### src/rtl/snpu_pkg.sv
// Shared definitions for the policy deck: opcodes, FSM states, deck
// constants and the card-removal helper used by the top level.
package snpu_pkg;

    localparam int DECK_SIZE = 17;
    localparam int LIB_TOTAL = 6;
    localparam int LIB_WIN   = 5;
    localparam int FAS_WIN   = 6;

    // Freshly built deck: six liberals on top, eleven fascists below.
    localparam logic [DECK_SIZE-1:0] DECK_INIT = 17'h0003F;
    localparam logic [7:0]           LFSR_INIT = 8'h01;

    typedef enum logic [2:0] {
        OP_NOP     = 3'd0,
        OP_INIT    = 3'd1,
        OP_SHUFFLE = 3'd2,
        OP_DISCARD = 3'd3,
        OP_PLAY    = 3'd4,
        OP_SEED    = 3'd5
    } op_e;

    typedef enum logic [1:0] {
        ST_IDLE,
        ST_MERGE,
        ST_SWAP
    } state_e;

    // Drop card idx from the pile: cards above idx slide down one place,
    // cards below idx stay put, and the vacated top bit becomes 0.
    function automatic logic [DECK_SIZE-1:0] remove_card(
        input logic [DECK_SIZE-1:0] pile,
        input logic [1:0]           idx
    );
        logic [DECK_SIZE-1:0] keep;
        keep = (DECK_SIZE'(1) << idx) - DECK_SIZE'(1);
        return (pile & keep) | ((pile >> 1) & ~keep);
    endfunction

endpackage

### src/rtl/snpu_lfsr8.sv
// 8-bit Fibonacci LFSR (taps 7,5,4,3, shift left) used as the shuffle
// random source.
// Ports: clk, rst_n (async active-low), load (take seed this cycle),
//        seed (value to load; 0 is replaced by 1), q (current state).
module snpu_lfsr8
    import snpu_pkg::*;
(
    input  logic       clk,
    input  logic       rst_n,
    input  logic       load,
    input  logic [7:0] seed,
    output logic [7:0] q
);

    // NOTE: sequential state uses non-blocking assignments only, so every
    // flop samples the pre-edge values regardless of statement order.
    always_ff @(posedge clk or negedge rst_n) begin
        if (!rst_n) begin
            q <= LFSR_INIT;
        end else if (load) begin
            // An all-zero state would lock the LFSR up forever.
            q <= (seed == 8'h00) ? LFSR_INIT : seed;
        end else begin
            q <= {q[6:0], q[7] ^ q[5] ^ q[4] ^ q[3]};
        end
    end

endmodule

### src/rtl/policy_deck.sv
// Policy card deck: draw pile (bit 0 = top, 1 = liberal), discard pile kept
// as counts, board tallies, and a merge + Fisher-Yates shuffle engine.
// Ports: clk, rst_n (async active-low); op_valid/op_ready handshake with
//        op_code, op_idx, seed; hand = top three cards; draw_n/discard_n
//        pile sizes; lib_played/fas_played board; game_over; op_err
//        one-cycle error pulse; busy while a shuffle runs.
module policy_deck
    import snpu_pkg::*;
(
    input  logic       clk,
    input  logic       rst_n,
    input  logic       op_valid,
    output logic       op_ready,
    input  logic [2:0] op_code,
    input  logic [1:0] op_idx,
    input  logic [7:0] seed,
    output logic [2:0] hand,
    output logic [4:0] draw_n,
    output logic [4:0] discard_n,
    output logic [2:0] lib_played,
    output logic [2:0] fas_played,
    output logic       game_over,
    output logic       op_err,
    output logic       busy
);

    state_e               state;
    logic [DECK_SIZE-1:0] draw;
    logic [4:0]           disc_lib;
    logic [4:0]           swap_i;
    logic [7:0]           lfsr;
    logic                 lfsr_unused;

    logic                 lfsr_load;
    logic                 card;
    logic                 idx_bad;
    logic [DECK_SIZE-1:0] removed;
    logic [DECK_SIZE-1:0] lib_mask;
    logic [DECK_SIZE-1:0] swapped;
    logic [4:0]           merged_n;
    logic [4:0]           swap_j;

    assign op_ready    = (state == ST_IDLE);
    assign busy        = (state != ST_IDLE);
    assign hand        = draw[2:0];
    assign game_over   = (lib_played == 3'(LIB_WIN)) || (fas_played == 3'(FAS_WIN));
    assign swap_j      = lfsr[4:0];
    assign lfsr_unused = ^lfsr[7:5];

    snpu_lfsr8 u_lfsr (
        .clk   (clk),
        .rst_n (rst_n),
        .load  (lfsr_load),
        .seed  (seed),
        .q     (lfsr)
    );

    // NOTE: every signal assigned in always_comb gets a default first, so no
    // path through the block can leave it holding a value (latch).
    always_comb begin
        lfsr_load = 1'b0;
        card      = draw[op_idx];
        removed   = remove_card(draw, op_idx);
        // Indices past the live pile would pull in phantom fascists.
        idx_bad   = (op_idx == 2'd3) || ({3'b000, op_idx} >= draw_n);
        merged_n  = draw_n + discard_n;
        // Discard liberals land directly above the live draw pile; the
        // discarded fascists follow as zeros.
        lib_mask  = ((DECK_SIZE'(1) << disc_lib) - DECK_SIZE'(1)) << draw_n;
        swapped   = draw;
        swapped[swap_i] = draw[swap_j];
        swapped[swap_j] = draw[swap_i];
        if (op_valid && state == ST_IDLE && op_code == OP_SEED) begin
            lfsr_load = 1'b1;
        end
    end

    // NOTE: the draw pile is a flop vector rather than a RAM, so it can and
    // does take a reset value along with the rest of the state.
    always_ff @(posedge clk or negedge rst_n) begin
        if (!rst_n) begin
            state      <= ST_IDLE;
            draw       <= DECK_INIT;
            draw_n     <= 5'(DECK_SIZE);
            discard_n  <= '0;
            disc_lib   <= '0;
            lib_played <= '0;
            fas_played <= '0;
            swap_i     <= '0;
            op_err     <= 1'b0;
        end else begin
            op_err <= 1'b0;
            case (state)
                ST_IDLE: begin
                    if (op_valid) begin
                        case (op_code)
                            OP_NOP, OP_SEED: ;
                            OP_INIT: begin
                                draw       <= DECK_INIT;
                                draw_n     <= 5'(DECK_SIZE);
                                discard_n  <= '0;
                                disc_lib   <= '0;
                                lib_played <= '0;
                                fas_played <= '0;
                            end
                            OP_SHUFFLE: state <= ST_MERGE;
                            OP_DISCARD, OP_PLAY: begin
                                if (idx_bad || (op_code == OP_PLAY && game_over)) begin
                                    op_err <= 1'b1;
                                end else begin
                                    draw   <= removed;
                                    draw_n <= draw_n - 5'd1;
                                    if (op_code == OP_DISCARD) begin
                                        discard_n <= discard_n + 5'd1;
                                        disc_lib  <= disc_lib + {4'b0000, card};
                                    end else if (card) begin
                                        lib_played <= lib_played + 3'd1;
                                    end else begin
                                        fas_played <= fas_played + 3'd1;
                                    end
                                    // Fewer than a full hand left: reshuffle.
                                    if (draw_n - 5'd1 < 5'd3) begin
                                        state <= ST_MERGE;
                                    end
                                end
                            end
                            default: op_err <= 1'b1;
                        endcase
                    end
                end
                ST_MERGE: begin
                    draw      <= draw | lib_mask;
                    draw_n    <= merged_n;
                    discard_n <= '0;
                    disc_lib  <= '0;
                    swap_i    <= merged_n - 5'd1;
                    state     <= ST_SWAP;
                end
                ST_SWAP: begin
                    if (draw_n <= 5'd1 || swap_i == 5'd0) begin
                        state <= ST_IDLE;
                    end else if (swap_j <= swap_i) begin
                        draw   <= swapped;
                        swap_i <= swap_i - 5'd1;
                    end
                end
                default: state <= ST_IDLE;
            endcase
        end
    end

endmodule

### config.mk
export PLATFORM = sky130hd
export DESIGN_NAME = policy_deck
export DESIGN_NICKNAME = d
export VERILOG_FILES = /design/src/rtl/snpu_pkg.sv /design/src/rtl/snpu_lfsr8.sv /design/src/rtl/policy_deck.sv
export SDC_FILE = /design/constraint.sdc
export NUM_CORES = 1
export LEC_CHECK = 0
export CORE_ASPECT_RATIO = 1.4
export CORE_MARGIN = 2
export CORE_UTILIZATION = 58
export DETAILED_ROUTE_END_ITERATION = 7
export PLACE_DENSITY = 0.79
export SYNTH_ARGS = -nofsm -noshare
export SYNTH_HDL_FRONTEND = slang
export SYNTH_SLANG_ARGS = --single-unit
### constraint.sdc
create_clock -name clk -period 4.1 [get_ports clk]
set_input_delay 0.615 -clock clk [delete_from_list [all_inputs] [get_ports clk]]
set_output_delay 0.615 -clock clk [all_outputs]
set_load 0.01 [all_outputs]
==> results.json <==
{
  "io_buffers": 38,
  "grt_max_degree": 35,
  "grt_pass1_wl_microns": 29840,
  "yosys-top-cells-area": "dfrtp_1, ha_1, nand2_1, nor2_1, dfstp_2",
  "multiInputGateArea_sq_mm": 0.004065,
  "muxShareOfSynthArea": 0.1016,
  "setup_viol": 0,
  "dr.pass1.iters": 5,
  "startpoint_type": "flop",
  "drcViolationCount": 0,
  "critPathMaxStageDelay_ps": 590,
  "ir_drop_uv": 401.1,
  "ys.flop_type": "dfrtp_1",
  "arrival_ps": 3760,
  "synth_fp_nets": 777,
  "ys_async_sr_fraction": 1.000,
  "grt_util_all_layers": 0.3546,
  "drv_cap": 0,
  "finalInstanceArea_sq_mm": 0.006309,
  "synth_top_family_by_area": "compound AO/OA/AOI/OAI gates",
  "slew-limit-headroom": 0.4286,
  "wl_per_cell_microns": 21.33,
  "gp_congestion": 0.9577,
  "ys_ff_latch": 54,
  "finalHoldViolations": 0,
  "numCtsBuffers": 5,
  "end_kind": "flop",
  "crit_fanout": 15,
  "rows": 43,
  "criticalPathCategory": "reg -> reg",
  "worst_clock_skew_ps": 11.87,
  "cts-hold-fix-buffers": 0,
  "core_area_sq_mm": 0.009792,
  "synth-seq-area-share": 0.2364,
  "rsz0062_at_grt": "false",
  "die_area_sq_mm": 0.01076,
  "htreeDepth": 2,
  "ios": 39,
  "fill_cells": 905,
  "postCtsSetupRepairBufs": 0,
  "r2r_cells": 10,
  "synth-xor-area-share": 0.01823,
  "die_width_microns": 88.26,
  "grt_overflow": 0,
  "syn_avg_cell_area_sq_um": 7.875,
  "finalSetupTns_ps": 0,
  "vias_per_cell": 7.120,
  "max_freq_mhz": 282.1,
  "syn_area_sq_mm": 0.005764,
  "finalNetCount": 781,
  "clkLatencyLatePin_ps": 310,
  "synth_cell_type_count": 80,
  "antenna_found_initial": 0,
  "netlist_instances": 732,
  "yosysWarnings": 0,
  "cp.required_ps": 4320,
  "num_vias": 6209,
  "clock_sinks": 54,
  "fp.dieH_microns": 122.0,
  "drv_slew": 0,
  "synth-simple-area-share": 0.2388,
  "diodes": 0,
  "drt-total-wl_microns": 18600,
  "ant_nets": 0,
  "syn_to_final_growth_pct": 9.442,
  "ff_latch_area_sq_mm": 0.001363,
  "fin_crit_ps": 3545,
  "leakagePower_nw": 2.539,
  "crit_chain": "nor3_1 > nand2_1 > ha_1 > or4_1 > o32ai_1 > a31oi_1 > mux2_2 > o2bb2a_2 > nor3b_1 > o31ai_1",
  "cts_buffer_depth": 2,
  "root_buffer": "clkbuf_16",
  "grt_pass1_vias": 5909,
  "post-dp-hpwl_microns": 13710,
  "cts_tree": "built",
  "power_density_mw_per_mm2": 721.8,
  "post-route-period-util": 0.8647,
  "clk_pin_slew_ps": 80,
  "drive_above_1_share": 0.09091,
  "yosysTopAreaCellShare": 0.1954,
  "slowest_stage": "or4_1",
  "postPlaceCellArea_sq_mm": 0.006160,
  "outcome": "completed",
  "synth_fa_ha_area_frac": 0.06425,
  "r2r_slack_ps": 550,
  "synth_compound_area_frac": 0.2824,
  "cts-resized-gates": 0,
  "tightest_slew_ps": 857.2,
  "drt-initial-drc-count": 704,
  "synth_edf_count": 0,
  "hold_path.class": "in -> async",
  "yosys.area.top_type": "dfrtp_1",
  "initial_core_util": 0.5887
}
-- flip-flops by register name, summed over array words and instances, names as in the netlist --
signal,flops
disc_lib,5
discard_n,5
draw,17
draw_n,5
fas_played,3
lib_played,3
op_err,1
state,2
swap_i,5
u_lfsr.q,8
-- layout make-up --
cell class	count	area share
multi-input combinational	600	0.6444
sequential	54	0.2160
timing repair buffer	51	0.07497
tap	135	0.02678
clock buffer	5	0.01983
inverter	24	0.01428
clock inverter	3	0.003768
-- cell families after synthesis --
family	Yosys count
AO/OA/AOI/OAI	236
XOR/XNOR	12
adder cells (fa/ha/maj)	29
buffers and inverters	78
flip-flops	54
multiplexers	45
AND/OR/NAND/NOR	278
-- where the power goes --
| part | internal, W | total (W) | switching (W) |
|---|---|---|---|
| registers | 0.000738 | 0.00122 | 0.000486 |
| logic | 0.00118 | 0.00287 | 0.00169 |
| clock network | 0.000230 | 0.000463 | 0.000233 |
| total | 0.00214 | 0.00455 | 0.00241 |
-- per-layer routing --
layer	vias up	global-route usage	wire length (microns)
met5	-	0	0
met4	0	0.1657	847
met3	74	0.04607	1462
met2	371	0.6024	9264
met1	2981	0.4395	7024
li1	2783	-	-
-- through the flow --
stage / setup slack, ps / hold WS (ps) / utilization / std cells / total power, W
5_1_grt: 276.3 / 463.4 / 0.6443 / 872 / 0.004856
2_1_floorplan: 1108 / 319.4 / - / 732 / 0.003163
3_5_place_dp: 491.2 / 490.4 / 0.6291 / 864 / 0.003994
4_1_cts: 619.0 / 421.3 / 0.6443 / 872 / 0.004456
6_report: 554.6 / 398.3 / 0.6443 / 872 / 0.004554
3_3_place_gp: 577.7 / 467.4 / 0.6291 / 864 / 0.003904
-- synthesized netlist by cell type, types with 14 or more instances --
master	instances
nand2_1	78
a21oi_1	47
ha_1	28
o21ai_0	41
inv_1	22
nand3_1	24
buf_2	14
mux2i_1	21
mux2_2	15
nor2_1	65
clkbuf_1	27
a211oi_1	15
dfrtp_1	45
nor3_1	31
-- final timing paths --
check | from | to
hold reg to reg | u_lfsr.q[6]$_DFF_PN0_ | u_lfsr.q[7]$_DFF_PN0_
hold / removal | rst_n | swap_i[1]$_DFFE_PN0P_
setup / recovery | disc_lib[1]$_DFFE_PN0P_ | draw[11]$_DFFE_PN0P_
max in group asynchronous | rst_n | draw_n[4]$_DFFE_PN1P_
min in group clk | u_lfsr.q[6]$_DFF_PN0_ | u_lfsr.q[7]$_DFF_PN0_
setup reg to reg | disc_lib[1]$_DFFE_PN0P_ | draw[11]$_DFFE_PN0P_
-- worst max-delay path: cells and delay by family, from the launching register on --
kind                       cells  cell delay [ps]
AOI/OAI and AO/OA              4              900
adders and majority gates      1              340
muxes                          1              360
DFF                            1              540
and+or+nand+nor                4             1310
-- cells in the final DEF (no fill, tap or decap), types with 5 or more instances in the layout --
master           instances
a2111oi_0                6
a211oi_1                15
a21o_1                   8
a21oi_1                 47
a221oi_1                 5
a22oi_1                  8
a31oi_1                 12
a32oi_1                  6
buf_4                   13
clkbuf_16                5
clkdlybuf4s50_1         37
dfrtp_1                 45
dfstp_2                  9
ha_1                    28
inv_1                   22
mux2_2                  15
mux2i_1                 21
mux4_2                   8
nand2_1                 78
nand2b_1                 9
nand3_1                 24
nor2_1                  65
nor2b_1                 13
nor3_1                  31
nor3b_1                  7
nor4_1                   8
o211ai_1                 7
o21ai_0                 41
o21ai_1                  5
o22ai_1                  7
o31ai_1                 10
or3_1                    6
or4_1                    5
xnor2_1                  8
(Power assumes the default switching activity.)
